**src/rtl/obi_wishbone_bridge_if.sv**
```systemverilog
// Signal bundle between the core's two OBI ports, the bridge and the Wishbone core bus.
// Names keep the bridge's point of view: *_i flows into the bridge, *_o flows out of it.
interface obi_wishbone_bridge_if;
  logic        instr_req_i;
  logic [31:0] instr_addr_i;
  logic        instr_gnt_o;
  logic        instr_rvalid_o;
  logic [31:0] instr_rdata_o;

  logic        data_req_i;
  logic        data_we_i;
  logic [3:0]  data_be_i;
  logic [31:0] data_addr_i;
  logic [31:0] data_wdata_i;
  logic        data_gnt_o;
  logic        data_rvalid_o;
  logic [31:0] data_rdata_o;

  logic        core_cyc_o;
  logic        core_stb_o;
  logic        core_we_o;
  logic [31:0] core_addr_o;
  logic [31:0] core_data_o;
  logic [31:0] core_data_i;
  logic        core_ack_i;

  // Bridge side: OBI slave towards the core, Wishbone master towards the bus.
  modport slave (
    input  instr_req_i, instr_addr_i,
    input  data_req_i, data_we_i, data_be_i, data_addr_i, data_wdata_i,
    input  core_data_i, core_ack_i,
    output instr_gnt_o, instr_rvalid_o, instr_rdata_o,
    output data_gnt_o, data_rvalid_o, data_rdata_o,
    output core_cyc_o, core_stb_o, core_we_o, core_addr_o, core_data_o
  );

  // Environment side: core ports plus the bus responder.
  modport master (
    output instr_req_i, instr_addr_i,
    output data_req_i, data_we_i, data_be_i, data_addr_i, data_wdata_i,
    output core_data_i, core_ack_i,
    input  instr_gnt_o, instr_rvalid_o, instr_rdata_o,
    input  data_gnt_o, data_rvalid_o, data_rdata_o,
    input  core_cyc_o, core_stb_o, core_we_o, core_addr_o, core_data_o
  );
endinterface

```
**src/rtl/obi_wishbone_bridge.sv**
```systemverilog
// Arbitrates the core's instruction and data OBI ports onto one Wishbone-classic bus, one
// transaction at a time; partial-word stores become a read-modify-write.
module obi_wishbone_bridge #(
  parameter bit DATA_PRIORITY = 1'b1
) (
  input logic               clk_core,
  input logic               rst_core,
  obi_wishbone_bridge_if.slave bus
);

  typedef enum logic [2:0] {
    StIdle, StRead, StWrite, StRmwRd, StRmwGap, StRmwWr, StResp
  } state_e;

  state_e      r_state;
  logic        r_src_data;
  logic [31:0] r_addr;
  logic [3:0]  r_be;
  logic [31:0] r_wdata;
  logic        r_cyc;
  logic        r_stb;
  logic        r_we;
  logic [31:0] r_core_data;
  logic        r_instr_rvalid;
  logic        r_data_rvalid;
  logic [31:0] r_instr_rdata;
  logic [31:0] r_data_rdata;

  logic        w_idle;
  logic        w_sel_data;
  logic        w_sel_instr;
  logic        w_data_gnt;
  logic        w_instr_gnt;
  logic        w_store;
  logic        w_full;
  logic [31:0] w_addr;
  logic [31:0] w_merged;

  assign w_idle      = (r_state == StIdle);
  assign w_sel_data  = bus.data_req_i & (DATA_PRIORITY | ~bus.instr_req_i);
  assign w_sel_instr = bus.instr_req_i & (~DATA_PRIORITY | ~bus.data_req_i);
  assign w_data_gnt  = w_idle & w_sel_data;
  assign w_instr_gnt = w_idle & w_sel_instr;
  assign w_store     = w_data_gnt & bus.data_we_i;
  assign w_full      = (bus.data_be_i == 4'hF);
  assign w_addr      = w_data_gnt ? {bus.data_addr_i[31:2], 2'b00}
                                  : {bus.instr_addr_i[31:2], 2'b00};

  // Enabled bytes come from the store, the rest from the word just read back.
  always_comb begin
    w_merged = bus.core_data_i;
    for (int i = 0; i < 4; i++) begin
      if (r_be[i]) w_merged[8*i +: 8] = r_wdata[8*i +: 8];
    end
  end

  always_ff @(posedge clk_core or posedge rst_core) begin
    if (rst_core) begin
      r_state        <= StIdle;
      r_src_data     <= 1'b0;
      r_addr         <= '0;
      r_be           <= '0;
      r_wdata        <= '0;
      r_cyc          <= 1'b0;
      r_stb          <= 1'b0;
      r_we           <= 1'b0;
      r_core_data    <= '0;
      r_instr_rvalid <= 1'b0;
      r_data_rvalid  <= 1'b0;
      r_instr_rdata  <= '0;
      r_data_rdata   <= '0;
    end else begin
      r_instr_rvalid <= 1'b0;
      r_data_rvalid  <= 1'b0;
      unique case (r_state)
        StIdle: begin
          if (w_data_gnt || w_instr_gnt) begin
            r_src_data <= w_data_gnt;
            r_addr     <= w_addr;
            r_be       <= bus.data_be_i;
            r_wdata    <= bus.data_wdata_i;
            if (w_store && (bus.data_be_i == 4'h0)) begin
              // Nothing to write: answer without touching the bus.
              r_data_rvalid <= 1'b1;
              r_state       <= StResp;
            end else begin
              r_cyc       <= 1'b1;
              r_stb       <= 1'b1;
              r_we        <= w_store & w_full;
              r_core_data <= (w_store && w_full) ? bus.data_wdata_i : 32'h0;
              r_state     <= !w_store ? StRead : (w_full ? StWrite : StRmwRd);
            end
          end
        end
        StRead: begin
          if (bus.core_ack_i) begin
            r_cyc <= 1'b0;
            r_stb <= 1'b0;
            if (r_src_data) begin
              r_data_rdata  <= bus.core_data_i;
              r_data_rvalid <= 1'b1;
            end else begin
              r_instr_rdata  <= bus.core_data_i;
              r_instr_rvalid <= 1'b1;
            end
            r_state <= StResp;
          end
        end
        StRmwRd: begin
          if (bus.core_ack_i) begin
            r_cyc   <= 1'b0;
            r_stb   <= 1'b0;
            r_wdata <= w_merged;
            r_state <= StRmwGap;
          end
        end
        StRmwGap: begin
          r_cyc       <= 1'b1;
          r_stb       <= 1'b1;
          r_we        <= 1'b1;
          r_core_data <= r_wdata;
          r_state     <= StRmwWr;
        end
        StWrite, StRmwWr: begin
          if (bus.core_ack_i) begin
            r_cyc         <= 1'b0;
            r_stb         <= 1'b0;
            r_we          <= 1'b0;
            r_data_rvalid <= 1'b1;
            r_state       <= StResp;
          end
        end
        StResp: r_state <= StIdle;
        default: r_state <= StIdle;
      endcase
    end
  end

  assign bus.instr_gnt_o    = w_instr_gnt;
  assign bus.data_gnt_o     = w_data_gnt;
  assign bus.instr_rvalid_o = r_instr_rvalid;
  assign bus.instr_rdata_o  = r_instr_rdata;
  assign bus.data_rvalid_o  = r_data_rvalid;
  assign bus.data_rdata_o   = r_data_rdata;
  assign bus.core_cyc_o     = r_cyc;
  assign bus.core_stb_o     = r_stb;
  assign bus.core_we_o      = r_we;
  assign bus.core_addr_o    = r_addr;
  assign bus.core_data_o    = r_core_data;

endmodule

```
**src/flat_wrapper.sv**
```systemverilog
// flat-port wrapper written by rule: the top's interface ports become plain ports
module obi_wishbone_bridge_flat 
#(
  parameter bit DATA_PRIORITY = 1'b1
)
  (clk_core, rst_core, bus_instr_req_i, bus_instr_addr_i, bus_data_req_i, bus_data_we_i, bus_data_be_i, bus_data_addr_i, bus_data_wdata_i, bus_core_data_i, bus_core_ack_i, bus_instr_gnt_o, bus_instr_rvalid_o, bus_instr_rdata_o, bus_data_gnt_o, bus_data_rvalid_o, bus_data_rdata_o, bus_core_cyc_o, bus_core_stb_o, bus_core_we_o, bus_core_addr_o, bus_core_data_o);
  obi_wishbone_bridge_if bus_i ();
  input logic clk_core;
  input logic rst_core;
  input wire logic [$bits(bus_i.instr_req_i)-1:0] bus_instr_req_i;
  input wire logic [$bits(bus_i.instr_addr_i)-1:0] bus_instr_addr_i;
  input wire logic [$bits(bus_i.data_req_i)-1:0] bus_data_req_i;
  input wire logic [$bits(bus_i.data_we_i)-1:0] bus_data_we_i;
  input wire logic [$bits(bus_i.data_be_i)-1:0] bus_data_be_i;
  input wire logic [$bits(bus_i.data_addr_i)-1:0] bus_data_addr_i;
  input wire logic [$bits(bus_i.data_wdata_i)-1:0] bus_data_wdata_i;
  input wire logic [$bits(bus_i.core_data_i)-1:0] bus_core_data_i;
  input wire logic [$bits(bus_i.core_ack_i)-1:0] bus_core_ack_i;
  output wire logic [$bits(bus_i.instr_gnt_o)-1:0] bus_instr_gnt_o;
  output wire logic [$bits(bus_i.instr_rvalid_o)-1:0] bus_instr_rvalid_o;
  output wire logic [$bits(bus_i.instr_rdata_o)-1:0] bus_instr_rdata_o;
  output wire logic [$bits(bus_i.data_gnt_o)-1:0] bus_data_gnt_o;
  output wire logic [$bits(bus_i.data_rvalid_o)-1:0] bus_data_rvalid_o;
  output wire logic [$bits(bus_i.data_rdata_o)-1:0] bus_data_rdata_o;
  output wire logic [$bits(bus_i.core_cyc_o)-1:0] bus_core_cyc_o;
  output wire logic [$bits(bus_i.core_stb_o)-1:0] bus_core_stb_o;
  output wire logic [$bits(bus_i.core_we_o)-1:0] bus_core_we_o;
  output wire logic [$bits(bus_i.core_addr_o)-1:0] bus_core_addr_o;
  output wire logic [$bits(bus_i.core_data_o)-1:0] bus_core_data_o;
  assign bus_i.instr_req_i = bus_instr_req_i;
  assign bus_i.instr_addr_i = bus_instr_addr_i;
  assign bus_i.data_req_i = bus_data_req_i;
  assign bus_i.data_we_i = bus_data_we_i;
  assign bus_i.data_be_i = bus_data_be_i;
  assign bus_i.data_addr_i = bus_data_addr_i;
  assign bus_i.data_wdata_i = bus_data_wdata_i;
  assign bus_i.core_data_i = bus_core_data_i;
  assign bus_i.core_ack_i = bus_core_ack_i;
  assign bus_instr_gnt_o = bus_i.instr_gnt_o;
  assign bus_instr_rvalid_o = bus_i.instr_rvalid_o;
  assign bus_instr_rdata_o = bus_i.instr_rdata_o;
  assign bus_data_gnt_o = bus_i.data_gnt_o;
  assign bus_data_rvalid_o = bus_i.data_rvalid_o;
  assign bus_data_rdata_o = bus_i.data_rdata_o;
  assign bus_core_cyc_o = bus_i.core_cyc_o;
  assign bus_core_stb_o = bus_i.core_stb_o;
  assign bus_core_we_o = bus_i.core_we_o;
  assign bus_core_addr_o = bus_i.core_addr_o;
  assign bus_core_data_o = bus_i.core_data_o;
  obi_wishbone_bridge #(.DATA_PRIORITY(DATA_PRIORITY)) u_core (.clk_core(clk_core), .rst_core(rst_core), .bus(bus_i));
endmodule
```
**config.mk**
```make
export PLATFORM = sky130hd
export DESIGN_NAME = obi_wishbone_bridge_flat
export DESIGN_NICKNAME = d
export VERILOG_FILES = /design/src/rtl/obi_wishbone_bridge_if.sv /design/src/rtl/obi_wishbone_bridge.sv /design/src/flat_wrapper.sv
export SDC_FILE = /design/constraint.sdc
export NUM_CORES = 1
export LEC_CHECK = 0
export CAP_MARGIN = 15
export CORE_ASPECT_RATIO = 1.25
export CORE_MARGIN = 1.5
export CORE_UTILIZATION = 41
export CTS_CLUSTER_SIZE = 16
export DETAILED_ROUTE_END_ITERATION = 10
export GPL_ROUTABILITY_DRIVEN = 0
export HOLD_SLACK_MARGIN = 0.15
export PLACE_DENSITY = 0.81
export SLEW_MARGIN = 15
export SYNTH_ARGS = -nofsm -noshare
export SYNTH_HDL_FRONTEND = slang
export SYNTH_SLANG_ARGS = --single-unit
```
**constraint.sdc**
```tcl
create_clock -name clk_core -period 5.5 [get_ports clk_core]
set_input_delay 1.375 -clock clk_core [delete_from_list [all_inputs] [get_ports clk_core]]
set_output_delay 1.375 -clock clk_core [all_outputs]
set_load 0.03 [all_outputs]
```
==> run metrics <==
actual slew at the worst max-slew pin=1.08 ns; worst IR drop on VDD=between 300 and 400 µV; EDFF count, synth=0; initial antenna violation count=0; uppermost layer routed=met4; WP buf/inv=2; CP max stage cell=clkdlybuf4s50_1; CP Launch Point=bus_data_req_i; Layout Cells excl Fill=~1100; Worst EP arrival=3.00 ns; Yosys warning total=0; Synth area leader=dfrtp_1; die area=between 0.015 and 0.02 mm²; Max Freq=229 MHz; Worst-path clk slew=0.07 ns; cell with the most instances after synthesis=dfrtp_1; Rel. slew slack=27.8%; FFs w/ async S/R, synth=100%; CP startpoint kind=input port; Total Wirelength=19800 µm; Most used DFF post-synth=dfrtp_1; Mean Syn Cell Area=approximately 13 µm²; Fill cells=1411; leak pwr=4.51 nW; status=finished, final reports clean; max cap viols=0; n_diodes=0; Ports=273; Hold Fails Final Rpt=0; Int Pwr=4.05 mW; Synth area leaders=dfrtp_1 (57%), mux2_2 (20%), mux2i_1 (4.0%); placed instance area=between 0.01 and 0.015 mm²; crit share post-route=between 70% and 80%; design area=0.0109 mm²; Num CTS Buffers=17; Max clock buf depth=2; fin crit period=4.37 ns; CP max FO=6; sequential share of power=between 30% and 40%; CP Data Required Time=4.12 ns; hold crit path type=reg2reg; worst clock skew=0.0111 ns; largest net degree at the start of global routing=171; CP max stage delay=0.73 ns; R2R depth=5; crit path cell chain=clkdlybuf4s50_1 -> nor4b_4 -> clkdlybuf4s50_1; Detail Route met3 WL=749 µm; stages on the worst setup path=3; FF-to-FF End=u_core.bus.core_data_o[12]; Final Max Tran Viols=0; Sink Count=170; Post-CTS Setup Inserts=0; critical setup path kind=in2out; Syn-to-layout area delta=46.4%; FF-to-FF Start=u_core.r_state[1]; Mapped Area=0.00744 mm²; post-CTS sizing=0; starting density of the core=a little over two fifths; fin nets=976; drt pass-1 iters=4; ANT nets after route=0; GRT Overall Usage=21.5%; cell family with the largest share of critical-path delay=buffers and inverters; Core Area=0.0176 mm²; post-synth top area share=57.2%; Routed WL per cell=18.4 µm; Detail Placement HPWL=13200 µm; Skew-Pair Late Insertion Delay=0.42 ns; CTS tree=built; synthesis-stage register bit count=170; PD cells=a little over 600 mW/mm²; htree depth=4; setup repair after global routing missed its margin=no; setup TNS=0 ns; CP Capture Type=primary output; hold_buf cts=0; Overflow after GRT=0; Die Height=154 µm; most frequent CP cell=clkdlybuf4s50_1; final hold slack=between 0.4 and 0.5 ns; DRT met1 WL=between 8000 and 9000 µm; vias=between 5000 and 6000; Die W=123 µm; wire length on met2=10200 µm; post-synthesis sequential area ratio=57.2%; Yosys cell types=39; r2r setup slk=2.66 ns; Remaining DRCs=0; vias per cell=5.10; Combinational Power Share=between 40% and 50%; vias in the first global route=5877; Iter 0 DRT Violations=between 200 and 250; CP Capture Point=bus_data_gnt_o; switching share of total power=39.7%; Clk Tree Root Cell=clkbuf_16; Clk pwr share=a little under a fifth; row cnt=54; first-pass GRT wire length=31300 µm; Post-Syn Instances=583; most frequent cells after synthesis=dfrtp_1 (170), mux2_2 (130), o21ai_0 (57); final setup vio count=0; placed cells=1043; P_sw=~2.7 mW; share of layout cells above drive strength 1=21.3%; Port Buffers=~270
-- registers in the layout (all words and copies together) (netlist names) --
register,flops
u_core.bus.core_data_o,32
u_core.bus.data_rvalid_o,1
u_core.r_src_data,1
u_core.bus.data_rdata_o,32
u_core.r_wdata,32
u_core.r_state,3
u_core.bus.instr_rvalid_o,1
u_core.bus.core_we_o,1
u_core.bus.core_stb_o,1
u_core.r_be,4
u_core.bus.instr_rdata_o,32
u_core.bus.core_addr_o,30
-- power by group through the flow --
stage | combinational, mW | sequential [mW] | clock (mW)
6_report | 3.25 | 2.23 | 1.23
5_1_grt | 3.46 | 2.30 | 1.31
4_1_cts | 3.29 | 2.23 | 1.26
3_5_place_dp | 3.28 | 2.24 | 0
3_3_place_gp | 3.24 | 2.22 | 0
2_1_floorplan | 1.20 | 3.00 | 0
-- final cells by class --
class,count,area [µm²],area share (%)
Inverter,34,131,1.21
Clock inverter,14,165,1.52
Tap cell,224,280,2.57
Multi-Input combinational cell,341,2890,26.5
Sequential cell,170,4250,39.1
Timing Repair Buffer,274,2740,25.1
Clock buffer,18,439,4.03
-- worst min-delay path by stage --
stage | from | end | slack, ns | cells after the start
final | u_core.r_wdata[18] | u_core.bus.core_data_o[18] | 0.50 | 2
after CTS | u_core.r_wdata[23] | u_core.bus.core_data_o[23] | 0.50 | 2
after floorplan | u_core.r_wdata[14] | u_core.r_wdata[14] | 0.46 | 1
after detailed placement | u_core.bus.core_we_o | u_core.bus.core_we_o | 0.48 | 1
after global routing | u_core.bus.data_rdata_o[30] | u_core.bus.data_rdata_o[30] | 0.52 | 1
after global placement | u_core.r_wdata[3] | u_core.r_wdata[3] | 0.47 | 1
-- routing by layer --
| metal | track usage (%) | vias up |
|---|---|---|
| met5 | 0 | - |
| met4 | 8.54 | 0 |
| met3 | 3.75 | 35 |
| met2 | 37.0 | 154 |
| met1 | 26.5 | 2724 |
| li1 | - | 2572 |
-- worst register-to-register path, cell delays in order, from the launching register on --
cell and delay, ns:
dfrtp_1 0.70, or3_1 0.55, nor3_4 0.87, buf_4 0.38, a22oi_1 0.13, o21ai_0 0.13
-- logic make-up after synthesis --
group	count (synthesis)	share of synthesized area, %
multiplexers	162	24.0
buffers and inverters	73	4.24
AO/OA/AOI/OAI	113	10.3
flip-flops	170	57.2
AND/OR/NAND/NOR	64	4.21
other	1	0.0504
-- metrics by stage --
step / utilization (%) / power (mW) / setup WS (ns)
after floorplan: - / 4.20 / 1.81
after CTS: 61.8 / 6.78 / 1.13
after global routing: 61.8 / 7.07 / 1.06
final: 61.8 / 6.71 / 1.13
after detailed placement: 58.3 / 5.53 / 1.13
after global placement: 58.3 / 5.45 / 1.12
-- cell usage in the layout, fill, tap and decap left out, types with 3 or more instances in the layout --
master           netlist  final
mux2_2               130    130
clkdlybuf4s50_1        0    266
buf_4                  5      7
nor2_1                10     10
a311oi_4               4      4
o21ai_1                8      8
a22oi_1               32     32
and2_1                 4      4
mux2i_1               30     30
inv_6                  0      3
dfrtp_1              170    170
inv_1                 34     33
nand2_1               33     33
clkbuf_16              0     17
clkinv_2               0      3
o21ai_0               57     57
Power figures use the tool's default switching activity.
